==> config.mk <==
export PLATFORM = sky130hd
export DESIGN_NAME = lsq_mem_sched
export DESIGN_NICKNAME = d
export VERILOG_FILES = /design/src/rtl/lsq_mem_sched_pkg.sv /design/src/rtl/lsq_mem_sched_fifo.sv /design/src/rtl/lsq_mem_sched.sv
export SDC_FILE = /design/constraint.sdc
export NUM_CORES = 1
export LEC_CHECK = 0
export BUFFER_PORTS_ARGS = -buffer_cell sky130_fd_sc_hd__buf_4
export CORE_UTILIZATION = 35
export CTS_BUF_LIST = sky130_fd_sc_hd__clkbuf_4 sky130_fd_sc_hd__clkbuf_8
export CTS_CLUSTER_SIZE = 12
export DETAILED_ROUTE_END_ITERATION = 10
export SYNTH_ARGS = -nofsm -noshare
export SYNTH_HDL_FRONTEND = slang
export SYNTH_HIERARCHICAL = 1
export SYNTH_SLANG_ARGS = --single-unit
==> constraint.sdc <==
create_clock -name clk -period 9.06 [get_ports clk]
set_input_delay 0.453 -clock clk [delete_from_list [all_inputs] [get_ports clk]]
set_output_delay 0.453 -clock clk [all_outputs]
set_load 0.1 [all_outputs]
==> src/rtl/lsq_mem_sched_pkg.sv <==
// Shared size codes, scheduler state encoding and default widths for the load/store queue.
// Combinational declarations only; no latency or backpressure of its own.
package lsq_mem_sched_pkg;

  localparam int TAG_W_DEF = 3;

  localparam logic [2:0] MEM_B  = 3'b000;
  localparam logic [2:0] MEM_H  = 3'b001;
  localparam logic [2:0] MEM_W  = 3'b010;
  localparam logic [2:0] MEM_BU = 3'b100;
  localparam logic [2:0] MEM_HU = 3'b101;

  typedef enum logic [1:0] {
    ST_IDLE  = 2'd0,
    ST_ISSUE = 2'd1,
    ST_WAIT  = 2'd2,
    ST_RESP  = 2'd3
  } state_t;

endpackage

==> src/rtl/lsq_mem_sched_fifo.sv <==
// In-order entry storage with wrap-bit pointers and an oldest-first tag CAM for address resolve.
// Enqueue/resolve/dequeue take effect at the next edge; enq_ready is !full and is not freed by a same-cycle dequeue.
module lsq_fifo
  import lsq_mem_sched_pkg::*;
#(
  parameter int DEPTH = 8,
  parameter int TAG_W = TAG_W_DEF,
  parameter int XLEN  = 32
) (
  input  logic                     clk,
  input  logic                     rst,
  input  logic                     flush,
  input  logic                     enq_valid,
  input  logic [TAG_W-1:0]         enq_tag,
  input  logic                     enq_store,
  input  logic [2:0]               enq_size,
  output logic                     enq_ready,
  input  logic                     addr_valid,
  input  logic [TAG_W-1:0]         addr_tag,
  input  logic [XLEN-1:0]          addr,
  input  logic [XLEN-1:0]          sdata,
  input  logic                     deq,
  output logic                     head_valid,
  output logic                     head_addr_ok,
  output logic                     head_store,
  output logic [2:0]               head_size,
  output logic [TAG_W-1:0]         head_tag,
  output logic [XLEN-1:0]          head_addr,
  output logic [XLEN-1:0]          head_sdata,
  output logic [$clog2(DEPTH):0]   count
);

  localparam int IW = $clog2(DEPTH);
  localparam int PW = IW + 1;

  logic [PW-1:0]    r_head;
  logic [PW-1:0]    r_tail;
  logic             r_valid   [DEPTH];
  logic             r_addr_ok [DEPTH];
  logic [TAG_W-1:0] r_tag     [DEPTH];
  logic             r_store   [DEPTH];
  logic [2:0]       r_size    [DEPTH];
  logic [XLEN-1:0]  r_addr    [DEPTH];
  logic [XLEN-1:0]  r_sdata   [DEPTH];

  logic          w_full;
  logic          w_enq;
  logic          w_hit;
  logic [IW-1:0] w_hit_idx;
  logic [IW-1:0] w_scan_idx;
  logic          w_res_fire;
  logic [IW-1:0] w_head_idx;
  logic [IW-1:0] w_tail_idx;

  assign w_head_idx = r_head[IW-1:0];
  assign w_tail_idx = r_tail[IW-1:0];
  assign w_full     = (w_head_idx == w_tail_idx) && (r_head[IW] != r_tail[IW]);
  assign enq_ready  = !w_full;
  assign count      = r_tail - r_head;

  // Tag 0 means "no producer" and is never allowed into the queue.
  assign w_enq = enq_valid && !w_full && (enq_tag != '0);

  // Scan from head so the first hit is the oldest unresolved entry with this tag.
  always_comb begin
    w_hit      = 1'b0;
    w_hit_idx  = '0;
    w_scan_idx = '0;
    for (int i = 0; i < DEPTH; i++) begin
      w_scan_idx = w_head_idx + IW'(i);
      if (!w_hit && r_valid[w_scan_idx] && !r_addr_ok[w_scan_idx] &&
          (r_tag[w_scan_idx] == addr_tag)) begin
        w_hit     = 1'b1;
        w_hit_idx = w_scan_idx;
      end
    end
  end

  assign w_res_fire = addr_valid && w_hit && !(w_enq && (enq_tag == addr_tag));

  always_ff @(posedge clk) begin
    if (rst) begin
      r_head <= '0;
      r_tail <= '0;
      for (int i = 0; i < DEPTH; i++) begin
        r_valid[i]   <= 1'b0;
        r_addr_ok[i] <= 1'b0;
      end
    end else if (flush) begin
      r_tail <= r_head;
      for (int i = 0; i < DEPTH; i++) begin
        r_valid[i]   <= 1'b0;
        r_addr_ok[i] <= 1'b0;
      end
    end else begin
      if (w_enq) begin
        r_valid[w_tail_idx]   <= 1'b1;
        r_addr_ok[w_tail_idx] <= 1'b0;
        r_tail                <= r_tail + PW'(1);
      end
      if (w_res_fire) begin
        r_addr_ok[w_hit_idx] <= 1'b1;
      end
      if (deq) begin
        r_valid[w_head_idx]   <= 1'b0;
        r_addr_ok[w_head_idx] <= 1'b0;
        r_head                <= r_head + PW'(1);
      end
    end
  end

  always_ff @(posedge clk) begin
    if (!flush && w_enq) begin
      r_tag[w_tail_idx]   <= enq_tag;
      r_store[w_tail_idx] <= enq_store;
      r_size[w_tail_idx]  <= enq_size;
    end
    if (!flush && w_res_fire) begin
      r_addr[w_hit_idx]  <= addr;
      r_sdata[w_hit_idx] <= sdata;
    end
  end

  assign head_valid   = r_valid[w_head_idx];
  assign head_addr_ok = r_addr_ok[w_head_idx];
  assign head_store   = r_store[w_head_idx];
  assign head_size    = r_size[w_head_idx];
  assign head_tag     = r_tag[w_head_idx];
  assign head_addr    = r_addr[w_head_idx];
  assign head_sdata   = r_sdata[w_head_idx];

endmodule

==> src/rtl/lsq_mem_sched.sv <==
// Issues queued loads/stores to the single RAM port strictly in program order, one at a time.
// Issue 1 cycle after head is resolved and RAM idle; result held on res_* until res_grant.
module lsq_mem_sched
  import lsq_mem_sched_pkg::*;
#(
  parameter int DEPTH = 8,
  parameter int TAG_W = TAG_W_DEF,
  parameter int XLEN  = 32
) (
  input  logic                   clk,
  input  logic                   rst,
  input  logic                   enq_valid,
  input  logic [TAG_W-1:0]       enq_tag,
  input  logic                   enq_store,
  input  logic [2:0]             enq_size,
  output logic                   enq_ready,
  input  logic                   addr_valid,
  input  logic [TAG_W-1:0]       addr_tag,
  input  logic [XLEN-1:0]        addr,
  input  logic [XLEN-1:0]        sdata,
  input  logic                   flush,
  output logic                   mem_start,
  output logic                   mem_we,
  output logic [XLEN-1:0]        mem_addr,
  output logic [XLEN-1:0]        mem_wdata,
  output logic [2:0]             mem_size,
  input  logic                   mem_busy,
  input  logic                   mem_done,
  input  logic [XLEN-1:0]        mem_rdata,
  output logic                   res_valid,
  output logic [TAG_W-1:0]       res_tag,
  output logic [XLEN-1:0]        res_data,
  input  logic                   res_grant,
  output logic [$clog2(DEPTH):0] count
);

  state_t           r_state;
  logic             r_mem_start;
  logic             r_mem_we;
  logic [XLEN-1:0]  r_mem_addr;
  logic [XLEN-1:0]  r_mem_wdata;
  logic [2:0]       r_mem_size;
  logic [TAG_W-1:0] r_tag;
  logic             r_drop;
  logic             r_res_valid;
  logic [TAG_W-1:0] r_res_tag;
  logic [XLEN-1:0]  r_res_data;

  logic             w_deq;
  logic             w_head_vld;
  logic             w_head_ok;
  logic             w_head_store;
  logic [2:0]       w_head_size;
  logic [TAG_W-1:0] w_head_tag;
  logic [XLEN-1:0]  w_head_addr;
  logic [XLEN-1:0]  w_head_sdata;
  logic [XLEN-1:0]  w_ext;

  assign w_deq = (r_state == ST_RESP) && res_grant && !flush;

  lsq_fifo #(
    .DEPTH (DEPTH),
    .TAG_W (TAG_W),
    .XLEN  (XLEN)
  ) u_fifo (
    .clk          (clk),
    .rst          (rst),
    .flush        (flush),
    .enq_valid    (enq_valid),
    .enq_tag      (enq_tag),
    .enq_store    (enq_store),
    .enq_size     (enq_size),
    .enq_ready    (enq_ready),
    .addr_valid   (addr_valid),
    .addr_tag     (addr_tag),
    .addr         (addr),
    .sdata        (sdata),
    .deq          (w_deq),
    .head_valid   (w_head_vld),
    .head_addr_ok (w_head_ok),
    .head_store   (w_head_store),
    .head_size    (w_head_size),
    .head_tag     (w_head_tag),
    .head_addr    (w_head_addr),
    .head_sdata   (w_head_sdata),
    .count        (count)
  );

  always_comb begin
    case (r_mem_size)
      MEM_B:   w_ext = {{(XLEN-8){mem_rdata[7]}}, mem_rdata[7:0]};
      MEM_H:   w_ext = {{(XLEN-16){mem_rdata[15]}}, mem_rdata[15:0]};
      MEM_BU:  w_ext = {{(XLEN-8){1'b0}}, mem_rdata[7:0]};
      MEM_HU:  w_ext = {{(XLEN-16){1'b0}}, mem_rdata[15:0]};
      default: w_ext = mem_rdata;
    endcase
  end

  // A flushed op that already reached the RAM must still see its mem_done; r_drop swallows it.
  always_ff @(posedge clk) begin
    if (rst) begin
      r_state     <= ST_IDLE;
      r_mem_start <= 1'b0;
      r_mem_we    <= 1'b0;
      r_mem_addr  <= '0;
      r_mem_wdata <= '0;
      r_mem_size  <= '0;
      r_tag       <= '0;
      r_drop      <= 1'b0;
      r_res_valid <= 1'b0;
      r_res_tag   <= '0;
      r_res_data  <= '0;
    end else begin
      case (r_state)
        ST_IDLE: begin
          if (!flush && w_head_vld && w_head_ok && !mem_busy) begin
            r_mem_start <= 1'b1;
            r_mem_we    <= w_head_store;
            r_mem_addr  <= w_head_addr;
            r_mem_wdata <= w_head_sdata;
            r_mem_size  <= w_head_size;
            r_tag       <= w_head_tag;
            r_drop      <= 1'b0;
            r_state     <= ST_ISSUE;
          end
        end
        ST_ISSUE: begin
          r_mem_start <= 1'b0;
          r_state     <= ST_WAIT;
          if (flush) r_drop <= 1'b1;
        end
        ST_WAIT: begin
          if (mem_done) begin
            if (r_drop || flush) begin
              r_drop  <= 1'b0;
              r_state <= ST_IDLE;
            end else begin
              r_res_valid <= 1'b1;
              r_res_tag   <= r_tag;
              r_res_data  <= r_mem_we ? '0 : w_ext;
              r_state     <= ST_RESP;
            end
          end else if (flush) begin
            r_drop <= 1'b1;
          end
        end
        ST_RESP: begin
          if (flush || res_grant) begin
            r_res_valid <= 1'b0;
            r_res_tag   <= '0;
            r_res_data  <= '0;
            r_state     <= ST_IDLE;
          end
        end
        default: r_state <= ST_IDLE;
      endcase
    end
  end

  assign mem_start = r_mem_start;
  assign mem_we    = r_mem_we;
  assign mem_addr  = r_mem_addr;
  assign mem_wdata = r_mem_wdata;
  assign mem_size  = r_mem_size;
  assign res_valid = r_res_valid;
  assign res_tag   = r_res_tag;
  assign res_data  = r_res_data;

endmodule

# == Yosys cells after proc, flatten, opt, wreduce, memory -nomap -nowiden ==
# Memories as Yosys holds them, arrays and structs flattened. A register that Yosys moved wholly into a read port is not among the register bits.
# Index checks and enable logic that the tools add are counted.
# classes
addsub,10
n_eq_ne,22
n_mux,102
n_bitwise,17
n_reduce_logical,75
# op_table
cell,count
$mux 32,4
$pmux 32 s4,1
$mux 3,22
$pmux 32 s2,1
$mux 1,63
$logic_and 1x1->1,36
$eq 3x3->1,10
$logic_not 1->1,19
$or 1x1->1,16
$add 3x3->3 const B,4
$add 4x1->4 const B,2
$mux 2,4
$mux 4,2
$pmux 2 s4,1
$add 3x2->3 const B,2
$eq 3x3->1 const B,2
$ne 2x2->1 const B,3
$pmux 3 s2,1
$reduce_and 2->1,3
$reduce_and 3->1,2
$reduce_bool 2->1,3
$reduce_bool 3->1,2
$reduce_or 1->1,5
$eq 2x2->1 const B,2
14 further kinds,16
# word_totals
reg_bits,51
mem_bits_rw,584
output_inout_bits,110
wordCells,242
mem_count,7
# mem_list
memory,depth,word_bits,rd,rd_ports_with_merged_regs,wr,line,text
u_fifo.r_addr,8,32,1,1,1,lsq_mem_sched_fifo.sv:43,logic [XLEN-1:0] r_addr [DEPTH];
u_fifo.r_sdata,8,32,1,1,1,lsq_mem_sched_fifo.sv:44,logic [XLEN-1:0] r_sdata [DEPTH];
u_fifo.r_size,8,3,1,1,1,lsq_mem_sched_fifo.sv:42,logic [2:0] r_size [DEPTH];
u_fifo.r_tag,8,3,8,1,1,lsq_mem_sched_fifo.sv:40,logic [TAG_W-1:0] r_tag [DEPTH];
u_fifo.r_addr_ok,8,1,8,1,8,lsq_mem_sched_fifo.sv:39,logic r_addr_ok [DEPTH];
u_fifo.r_store,8,1,1,1,1,lsq_mem_sched_fifo.sv:41,logic r_store [DEPTH];
1 more memories,--,--,--,--,--,--,

# == Longest topological paths before layout ==
# Gate-level depths: netlist of the first run.
# depth
ltp_word,47
ltp_mapped,19

# == By module ==
# The synthesis of the first run kept the hierarchy.
# by_module_without_submodules
mod,n_inst,cells_per_inst,area_per_inst_um2,seq_area_each_um2
lsq_fifo,1,1311,25435.6,17596.9
lsq_mem_sched,1,509,4175.3,2222.1

# == Least setup slack after synthesis of the first run ==
# No wires, ideal clock.
# synth_timing
kind,reg-to-reg
startpoint,register u_fifo.r_head[0]
endpoint,memory u_fifo.r_addr[7][0] (enable)
t_arrival_ps,8074
setup_slack_ps,408
stages_incl_launch_ff,20
synth_period_minus_slack_ps,8652
cell_sequence,dfxtp_1 -> buf_6 -> buf_6 -> buf_6 -> inv_1 -> ha_1 -> buf_2 -> clkbuf_1 -> buf_2 -> mux4_2 -> xnor2_1 -> o211ai_1 -> o31ai_1 -> nand3_1 -> nand2b_1 -> a21boi_1 -> o31ai_4 -> buf_6 -> nand2b_1 -> nor3b_1
# synth_via
elab_cells_between_ends,78
cone_classes,add/sub: 7; eq/ne: 8; mux: 17; reduce/logical: 43; memory: 3
# synth_rtl
element,line,text
"start, declared",lsq_mem_sched_fifo.sv:36,logic [PW-1:0] r_head;
"start signal, assigned",lsq_mem_sched_fifo.sv:107,r_head <= r_head + PW'(1);
$add 3x3->3 (*),lsq_mem_sched_fifo.sv:70,w_scan_idx = w_head_idx + IW'(i);
net u_fifo.w_scan_idx[0],lsq_mem_sched_fifo.sv:50,logic [IW-1:0] w_scan_idx;
branches (longest 10 deep; another with $mem_v2 8x3),--,
"end, declared",lsq_mem_sched_fifo.sv:43,
# Mark *: on every way through the listed nets, which the timed path passes.

# == Worst setup path after layout of the first run ==
# layout_timing
startpoint,register u_fifo.r_head[2]
endpoint,memory u_fifo.r_sdata[1][21] (enable)
# layout_via
elab_chain_len,41
elab_cells_between_ends,78
cone_classes,add/sub: 7; eq/ne: 8; mux: 17; reduce/logical: 43; memory: 3
# layout_lines
element,line
branches (longest 41 deep; another with $add 3x1->3),--
"end, declared",lsq_mem_sched_fifo.sv:44
# Parallel ways; which one is timed is not known.

==> metrics.cfg, run 1 <==
[critical_path]
worst_ep_required_time_ps=9390
timing.critical_path.mode_cell=sky130_fd_sc_hd__buf_4
crit_path_top_delay_cell=sky130_fd_sc_hd__dfxtp_1
crit_path_start=u_fifo/r_head[2]
regToRegEndpoint=u_fifo/r_sdata[1][21]
critPathArrivalTime_ps=6890
worst-r2r-cell-count=14
regToRegSetupSlack_ps=2510
cpLargestDelayFamily=simple AND/OR/NAND/NOR gates
crit_buf_inv=3
crit_path_cell_trace=inv_1 -> ha_1 -> or2_2 -> a311oi_1 -> or4_1 -> nor4_2 -> a31oi_1 -> and3_4 -> o211ai_2 -> o2111ai_1 -> or2_4 -> nor3_4 -> buf_4 -> buf_4
max_stage_delay_ps=820
cp-start-kind=flip-flop
path_max_fanout=40
r2r_start=u_fifo/r_head[2]
endpoint_kind=flip-flop
timing.setup.critical_path_class=reg2reg

[yosys]
number_of_flops_mapped_to_enable_cells_by_yosys=568
postSynthRegisterBits=706
synth.area.top_cells=sky130_fd_sc_hd__edfxtp_1, sky130_fd_sc_hd__mux4_2, sky130_fd_sc_hd__dfxtp_1, sky130_fd_sc_hd__mux2_2, sky130_fd_sc_hd__nand2_1
ys_async_sr_fraction=0
syn_nets=1950
syn-mean-instance-area_um2=16.3
post_synth_inst_count=1820
synth_cell_types=79
ys_seq_area_frac=0.669
post-synth-top-area-cell=sky130_fd_sc_hd__edfxtp_1
yosys-top-cells-count=sky130_fd_sc_hd__edfxtp_1, sky130_fd_sc_hd__nand2_1, sky130_fd_sc_hd__mux4_2, sky130_fd_sc_hd__dfxtp_1, sky130_fd_sc_hd__a21oi_1
yosys.area.top_type_share=0.576
synth_warnings=6
mappedNetlistArea_mm2=0.0296
synth.most_common_cell=sky130_fd_sc_hd__edfxtp_1
synth_top_flop_cell=sky130_fd_sc_hd__edfxtp_1

[power_and_ir_drop]
irDropWorstVdd_uv=128
power_switching_share=0.208
power_leakage_nw=11.6
share_clk_of_total_power=0.424
internal_power_mw=5.11
power.combinational.fraction=0.031
seq_power_share=0.545
power.density_mw_per_mm2=181
power.switching_mw=1.35

[route]
routedWlPerCell_um=21.3
route.detailed.drc=2
route.detailed.vias_per_inst=5.15
detail_route.iter0.violations=1108
detail_route.first_pass.iterations=8
finalWirelength_mm=72.2
route.vias.total=17407
ant_nets=0

[finish]
flow.area_growth_from_synthesis_pct=20.2
final_net_count=2276
fraction_of_final_layout_cells_with_drive_strength_greater_than_1=0.325
final_core_util=0.425

[clock_network]
worstSkewPairLatency_ps=710
post_cts_resize_count=0
cts-root-to-sink-buffers=3
cts_made_buffers=111
ctsHtreeMaxLevel=3
path_clk_slew_ps=70
cts_tree=yes
cts.root.buffer_cell=sky130_fd_sc_hd__clkbuf_8
numClockSinks=706

[global_routing]
grt_peak_use_layer=met2
tot_gr_track_use=0.167
grt_start_max_net_pins=125
grt.met3_usage=0.0316
grtUsageMet2=0.281
global_route_wire_length_before_repair_mm=108
gr-usage-met1=0.216
number_of_global_route_vias_before_repair=17664
number_of_antenna_violations_at_the_first_check_in_global_routing=9
globalRoute.totalOverflow=0

[status]
status=finished with violations
violations=design-rule violations

[timing]
maxClockFrequency_mhz=153
fin_tns_setup_ps=0
final_clock_period_utilization_by_the_worst_path=0.723
setup_viol_count_final=0
post-route-min-period_ps=6550
tightestPinTransition_ps=1250
max_transition_viols_final=0
worst_skew_ps=32.1
timing_hold_violations_final=0
slew-limit-headroom=0.168
rsz0062_at_grt=no

[floorplan]
die_area_mm2=0.0858
chipHeight_um=293
die_w_um=293
core_footprint_mm2=0.0837
num_io_pins=224
start_util=0.354
row_count=106

[worst_hold_path]
min-delay-start=enq_tag[1]
instance_count_along_the_most_critical_hold_path=1
hold-path-endpoint=u_fifo/r_tag[4][1]
worstHoldPathType=in2reg

[placement]
place.detailed.hpwl_mm=44.3
place_congestion=0.871
numPortBuffers=223

[job]
cap_viol_max_count=0

==> worst reg2reg max path, delay by kind of cell, from the launching register on <==
family	cells	cell delay (ps)
compound gates	4	810
simple gates	6	2200
flops	1	820
fa+ha+maj	1	820
buf+inv	3	1510
==> cells by family (layout without fill, tap and decap cells) <==
family,after synthesis,count (layout),share of synthesized area
buffers and inverters,144,564,0.0213
adder cells (fa/ha/maj),16,16,0.00701
XOR/XNOR,37,37,0.0109
other,0,8,0
AO/OA/AOI/OAI,224,224,0.0503
AND/OR/NAND/NOR,402,402,0.0688
multiplexers,291,291,0.172
flip-flops,706,706,0.669
==> stage by stage <==
step / power, mW / hold WS (ps) / std cells / setup slack, ps / area, µm²
after CTS: 6.54 / 4.35 / 3374 / 2540 / 35600
after global routing: 6.70 / 17.1 / 3378 / 2210 / 35600
final: 6.46 / 70.1 / 3382 / 2510 / 35600
after floorplan: 3.66 / 431 / 1820 / 408 / 29600
after detailed placement: 3.76 / 450 / 3089 / 2550 / 32500
after global placement: 3.75 / 440 / 3089 / 2760 / 32500
==> cells in the final DEF (no fill, tap or decap), drive strengths merged, types with 5 or more instances in the layout <==
cell,netlist,routed
nor3b,20,20
a22oi,19,19
nand4,13,13
clkinv,0,36
xnor2,22,22
clkbuf,78,163
mux4,167,167
mux2,79,79
a31oi,9,9
nand3,19,19
a221oi,16,16
a32oi,18,18
buf,37,250
mux2i,45,45
xor2,15,15
a21oi,93,93
o211ai,5,5
a311oi,6,6
nor3,14,14
or3b,9,9
nand2,178,178
nand2b,31,31
a211oi,8,8
inv,29,31
ha,15,15
dlygate4sd3,0,78
edfxtp,568,568
nand3b,11,11
dfxtp,138,138
diode,0,8
nor2,72,72
o21ai,20,20
a31o,5,5
==> per-layer routing <==
| metal | wire length, µm | vias to the layer above | share of wire |
|---|---|---|---|
| li1 | - | 7834 | - |
| met1 | 30400 | 8943 | 0.42 |
| met2 | 36300 | 508 | 0.50 |
| met3 | 3820 | 112 | 0.053 |
| met4 | 1540 | 10 | 0.021 |
| met5 | 65 | - | 0.00090 |
==> state kept, by name (all words and copies together) (netlist names), 24 cells and up, named ones only <==
register / cells
mem_addr: 32
mem_wdata: 32
res_data: 32
u_fifo/r_addr: 256
u_fifo/r_sdata: 256
u_fifo/r_size: 24
u_fifo/r_tag: 24
==> power groups by stage <==
| stage | combinational (mW) | sequential, mW | clock, mW |
|---|---|---|---|
| 2_1_floorplan | 0.0723 | 3.59 | 0 |
| 3_3_place_gp | 0.168 | 3.59 | 0 |
| 3_5_place_dp | 0.173 | 3.59 | 0 |
| 4_1_cts | 0.205 | 3.52 | 2.82 |
| 5_1_grt | 0.219 | 3.52 | 2.97 |
| 6_report | 0.203 | 3.52 | 2.74 |
==> cell type report <==
type / count / area (µm²)
fillers: 7465 / 48100
flip-flops and latches: 706 / 19800
multi-input cells: 970 / 9230
repair buffers: 328 / 2670
clock buffers: 163 / 2010
well taps: 1134 / 1420
clock inverters: 44 / 305
inverters: 29 / 109
diodes: 8 / 20.0
==> worst max-delay path by stage <==
stage | end | slack [ps] | cells past startpoint
5_1_grt | u_fifo/r_sdata[1][21] | 2210 | 14
6_report | u_fifo/r_sdata[1][21] | 2510 | 14
4_1_cts | u_fifo/r_sdata[1][21] | 2540 | 14
3_5_place_dp | u_fifo/r_sdata[1][30] | 2550 | 14
2_1_floorplan | u_fifo/r_addr[7][0] | 410 | 19
3_3_place_gp | u_fifo/r_sdata[1][23] | 2760 | 14
==> repair_timing <==
action / 4_1_cts / 5_1_grt
buffers inserted: 0 / 0
hold buffers: 78 / 0
endpoints found under the hold margin: 568 / 0
No activity file was read; power rests on OpenSTA's default activity.
==> run 2: changes to the inputs <==
- clock period: 9.06 -> 5.65 ns (I/O delays scaled with it)
==> metrics.cfg, run 2 (synthesis results as in run 1) <==
[floorplan]
die_area_mm2=0.0858  ; unchanged
chipHeight_um=293  ; unchanged
row_count=106  ; unchanged
core_footprint_mm2=0.0837  ; unchanged
num_io_pins=224  ; unchanged
die_w_um=293  ; unchanged
start_util=0.354  ; unchanged

[worst_hold_path]
hold-path-endpoint=mem_start
min-delay-start=mem_busy
instance_count_along_the_most_critical_hold_path=4  ; +3
worstHoldPathType=in2reg

[power_and_ir_drop]
irDropWorstVdd_uv=197  ; +54%
report.power.total_mw=10.6  ; +64%
internal_power_mw=8.27  ; +62%
power.combinational.fraction=0.033  ; +0.002
power.switching_mw=2.30  ; +71%
power_leakage_nw=11.9  ; +2.2%
power.density_mw_per_mm2=292  ; +61%
share_clk_of_total_power=0.434  ; +0.010
seq_power_share=0.533  ; -0.012
power_switching_share=0.218  ; +0.00919

[global_routing]
global_route_wire_length_before_repair_mm=113  ; +4.4%
grt_start_max_net_pins=72  ; -42%
number_of_antenna_violations_at_the_first_check_in_global_routing=5  ; -4
tot_gr_track_use=0.173  ; +0.00693
globalRoute.totalOverflow=0  ; unchanged
number_of_global_route_vias_before_repair=18366  ; +4.0%

[critical_path]
worst_ep_required_time_ps=6010  ; -3380 ps
worst-r2r-cell-count=14  ; unchanged
max_stage_delay_ps=570  ; -250 ps
r2r_start=u_fifo/r_head[0]
crit_path_cell_trace=buf_4 -> ha_1 -> xnor2_1 -> buf_4 -> mux2_2 -> nand4_1 -> xor2_1 -> a31oi_1 -> and3_4 -> a21boi_1 -> o31ai_4 -> nand2_1 -> nor3b_4 -> buf_12
critPathArrivalTime_ps=5610  ; -1280 ps
regToRegSetupSlack_ps=400  ; -2110 ps
timing.critical_path.mode_cell=sky130_fd_sc_hd__buf_4
cp-start-kind=flip-flop
regToRegEndpoint=u_fifo/r_addr[6][3]
timing.setup.critical_path_class=reg2reg
path_max_fanout=64  ; +60%
cpLargestDelayFamily=buffers and inverters
crit_buf_inv=3  ; unchanged
endpoint_kind=flip-flop
crit_path_top_delay_cell=sky130_fd_sc_hd__o31ai_4

[route]
detail_route.iter0.violations=1178  ; +6.3%
route.detailed.drc=0  ; -2
route.detailed.vias_per_inst=5.16  ; +0.18%
routedWlPerCell_um=21.8  ; +2.3%
detail_route.first_pass.iterations=6  ; -2
route.vias.total=17660  ; +1.5%
finalWirelength_mm=74.8  ; +3.6%
ant_nets=0  ; unchanged

[timing]
max_transition_viols_final=0  ; unchanged
worst_skew_ps=80.2  ; +48.1 ps
rsz0062_at_grt=no
maxClockFrequency_mhz=190  ; +25%
timing_hold_violations_final=0  ; unchanged
fin_tns_setup_ps=0  ; unchanged
setup_viol_count_final=0  ; unchanged
post-route-min-period_ps=5250  ; -1300 ps
slew-limit-headroom=0.159  ; -0.00861
setup_slack_ps=400  ; -2110 ps
final_clock_period_utilization_by_the_worst_path=0.929  ; +0.206
tightestPinTransition_ps=1260  ; +12.9 ps
hold-worst-slack_ps=134  ; +63.6 ps

[clock_network]
cts-root-to-sink-buffers=3  ; unchanged
numClockSinks=706  ; unchanged
path_clk_slew_ps=70  ; about the same
cts_tree=yes
post_cts_hold_buffer_count=105  ; +35%
postCtsSetupBuffers=0  ; unchanged
ctsHtreeMaxLevel=3  ; unchanged
post_cts_resize_count=0  ; unchanged
cts_made_buffers=115  ; +3.6%
cts.root.buffer_cell=sky130_fd_sc_hd__clkbuf_8
worstSkewPairLatency_ps=770  ; +60 ps

[placement]
preCtsSetupSlack_ps=454  ; -2090 ps
place_congestion=0.877  ; +0.69%
numPortBuffers=223  ; unchanged
dpl.cell_count=3100  ; +0.36%
place.detailed.hpwl_mm=46.0  ; +3.9%

[finish]
finalNonFillerCells=3425  ; +1.3%
fraction_of_final_layout_cells_with_drive_strength_greater_than_1=0.322  ; -0.00258
top_regs=u_fifo/r_addr x256, u_fifo/r_sdata x256
layout.cells.most_common=sky130_fd_sc_hd__edfxtp_1
number_of_fill_cells=7421  ; -0.59%
final_cell_mix=sky130_fd_sc_hd__edfxtp_1, sky130_fd_sc_hd__buf_4, sky130_fd_sc_hd__nand2_1
flow.area_growth_from_synthesis_pct=22.1
final_net_count=2318  ; +1.8%

[status]
status=finished, final reports clean

[job]
cap_viol_max_count=0  ; unchanged

-- run 2: how the worst max path moves through the flow --
| stage | cells after the start | slack, ps | end | start |
|---|---|---|---|---|
| global route | 13 | 120 | u_fifo/r_sdata[5][8] | u_fifo/r_head[0] |
| floorplan | 19 | -760 | u_fifo/r_addr[7][0] | u_fifo/r_head[0] |
| CTS | 14 | 390 | u_fifo/r_sdata[6][31] | u_fifo/r_head[0] |
| finish | 14 | 400 | u_fifo/r_addr[6][3] | u_fifo/r_head[0] |
| global placement | 14 | 610 | u_fifo/r_addr[5][12] | u_fifo/r_head[0] |
| detailed placement | 14 | 450 | u_fifo/r_addr[6][15] | u_fifo/r_head[0] |
-- run 2: tightest hold or removal path, cell delays in order --
cell	delay, ps
sky130_fd_sc_hd__buf_4	120
sky130_fd_sc_hd__nand4bb_1	240
sky130_fd_sc_hd__nand2_1	110
sky130_fd_sc_hd__a211oi_1	60
-- run 2: routing by layer --
| layer | GRT usage | routed length, µm | share of wire |
|---|---|---|---|
| met3 | 0.0340 | 4070 | 0.054 |
| met4 | 0.0562 | 1930 | 0.026 |
| met5 | 0 | 15 | 0.00020 |
| met1 | 0.218 | 30700 | 0.41 |
| met2 | 0.299 | 38000 | 0.51 |
-- run 2: layout make-up --
class / instances / area (µm²) / area share
repair buffers: 366 / 3100 / 0.0857
inverters: 29 / 109 / 0.00301
well taps: 1134 / 1420 / 0.0392
flip-flops and latches: 706 / 19800 / 0.549
diodes: 2 / 5.00 / 0.000138
clock inverters: 53 / 420 / 0.0116
multi-input cells: 970 / 9250 / 0.256
clock buffers: 165 / 2020 / 0.0559
-- run 2: per-stage QoR --
step | cell area [µm²] | util
6_report | 36200 | 0.432
5_1_grt | 36200 | 0.432
4_1_cts | 36100 | 0.432
3_5_place_dp | 32700 | 0.390
3_3_place_gp | 32700 | 0.390
2_1_floorplan | 29700 | -
-- run 2: power by group through the flow --
| stage | combinational (mW) | clock [mW] | sequential [mW] |
|---|---|---|---|
| 6_report | 0.347 | 4.59 | 5.64 |
| 5_1_grt | 0.375 | 4.95 | 5.64 |
| 4_1_cts | 0.352 | 4.73 | 5.64 |
| 2_1_floorplan | 0.119 | 0 | 5.75 |
| 3_5_place_dp | 0.286 | 0 | 5.75 |
| 3_3_place_gp | 0.277 | 0 | 5.75 |
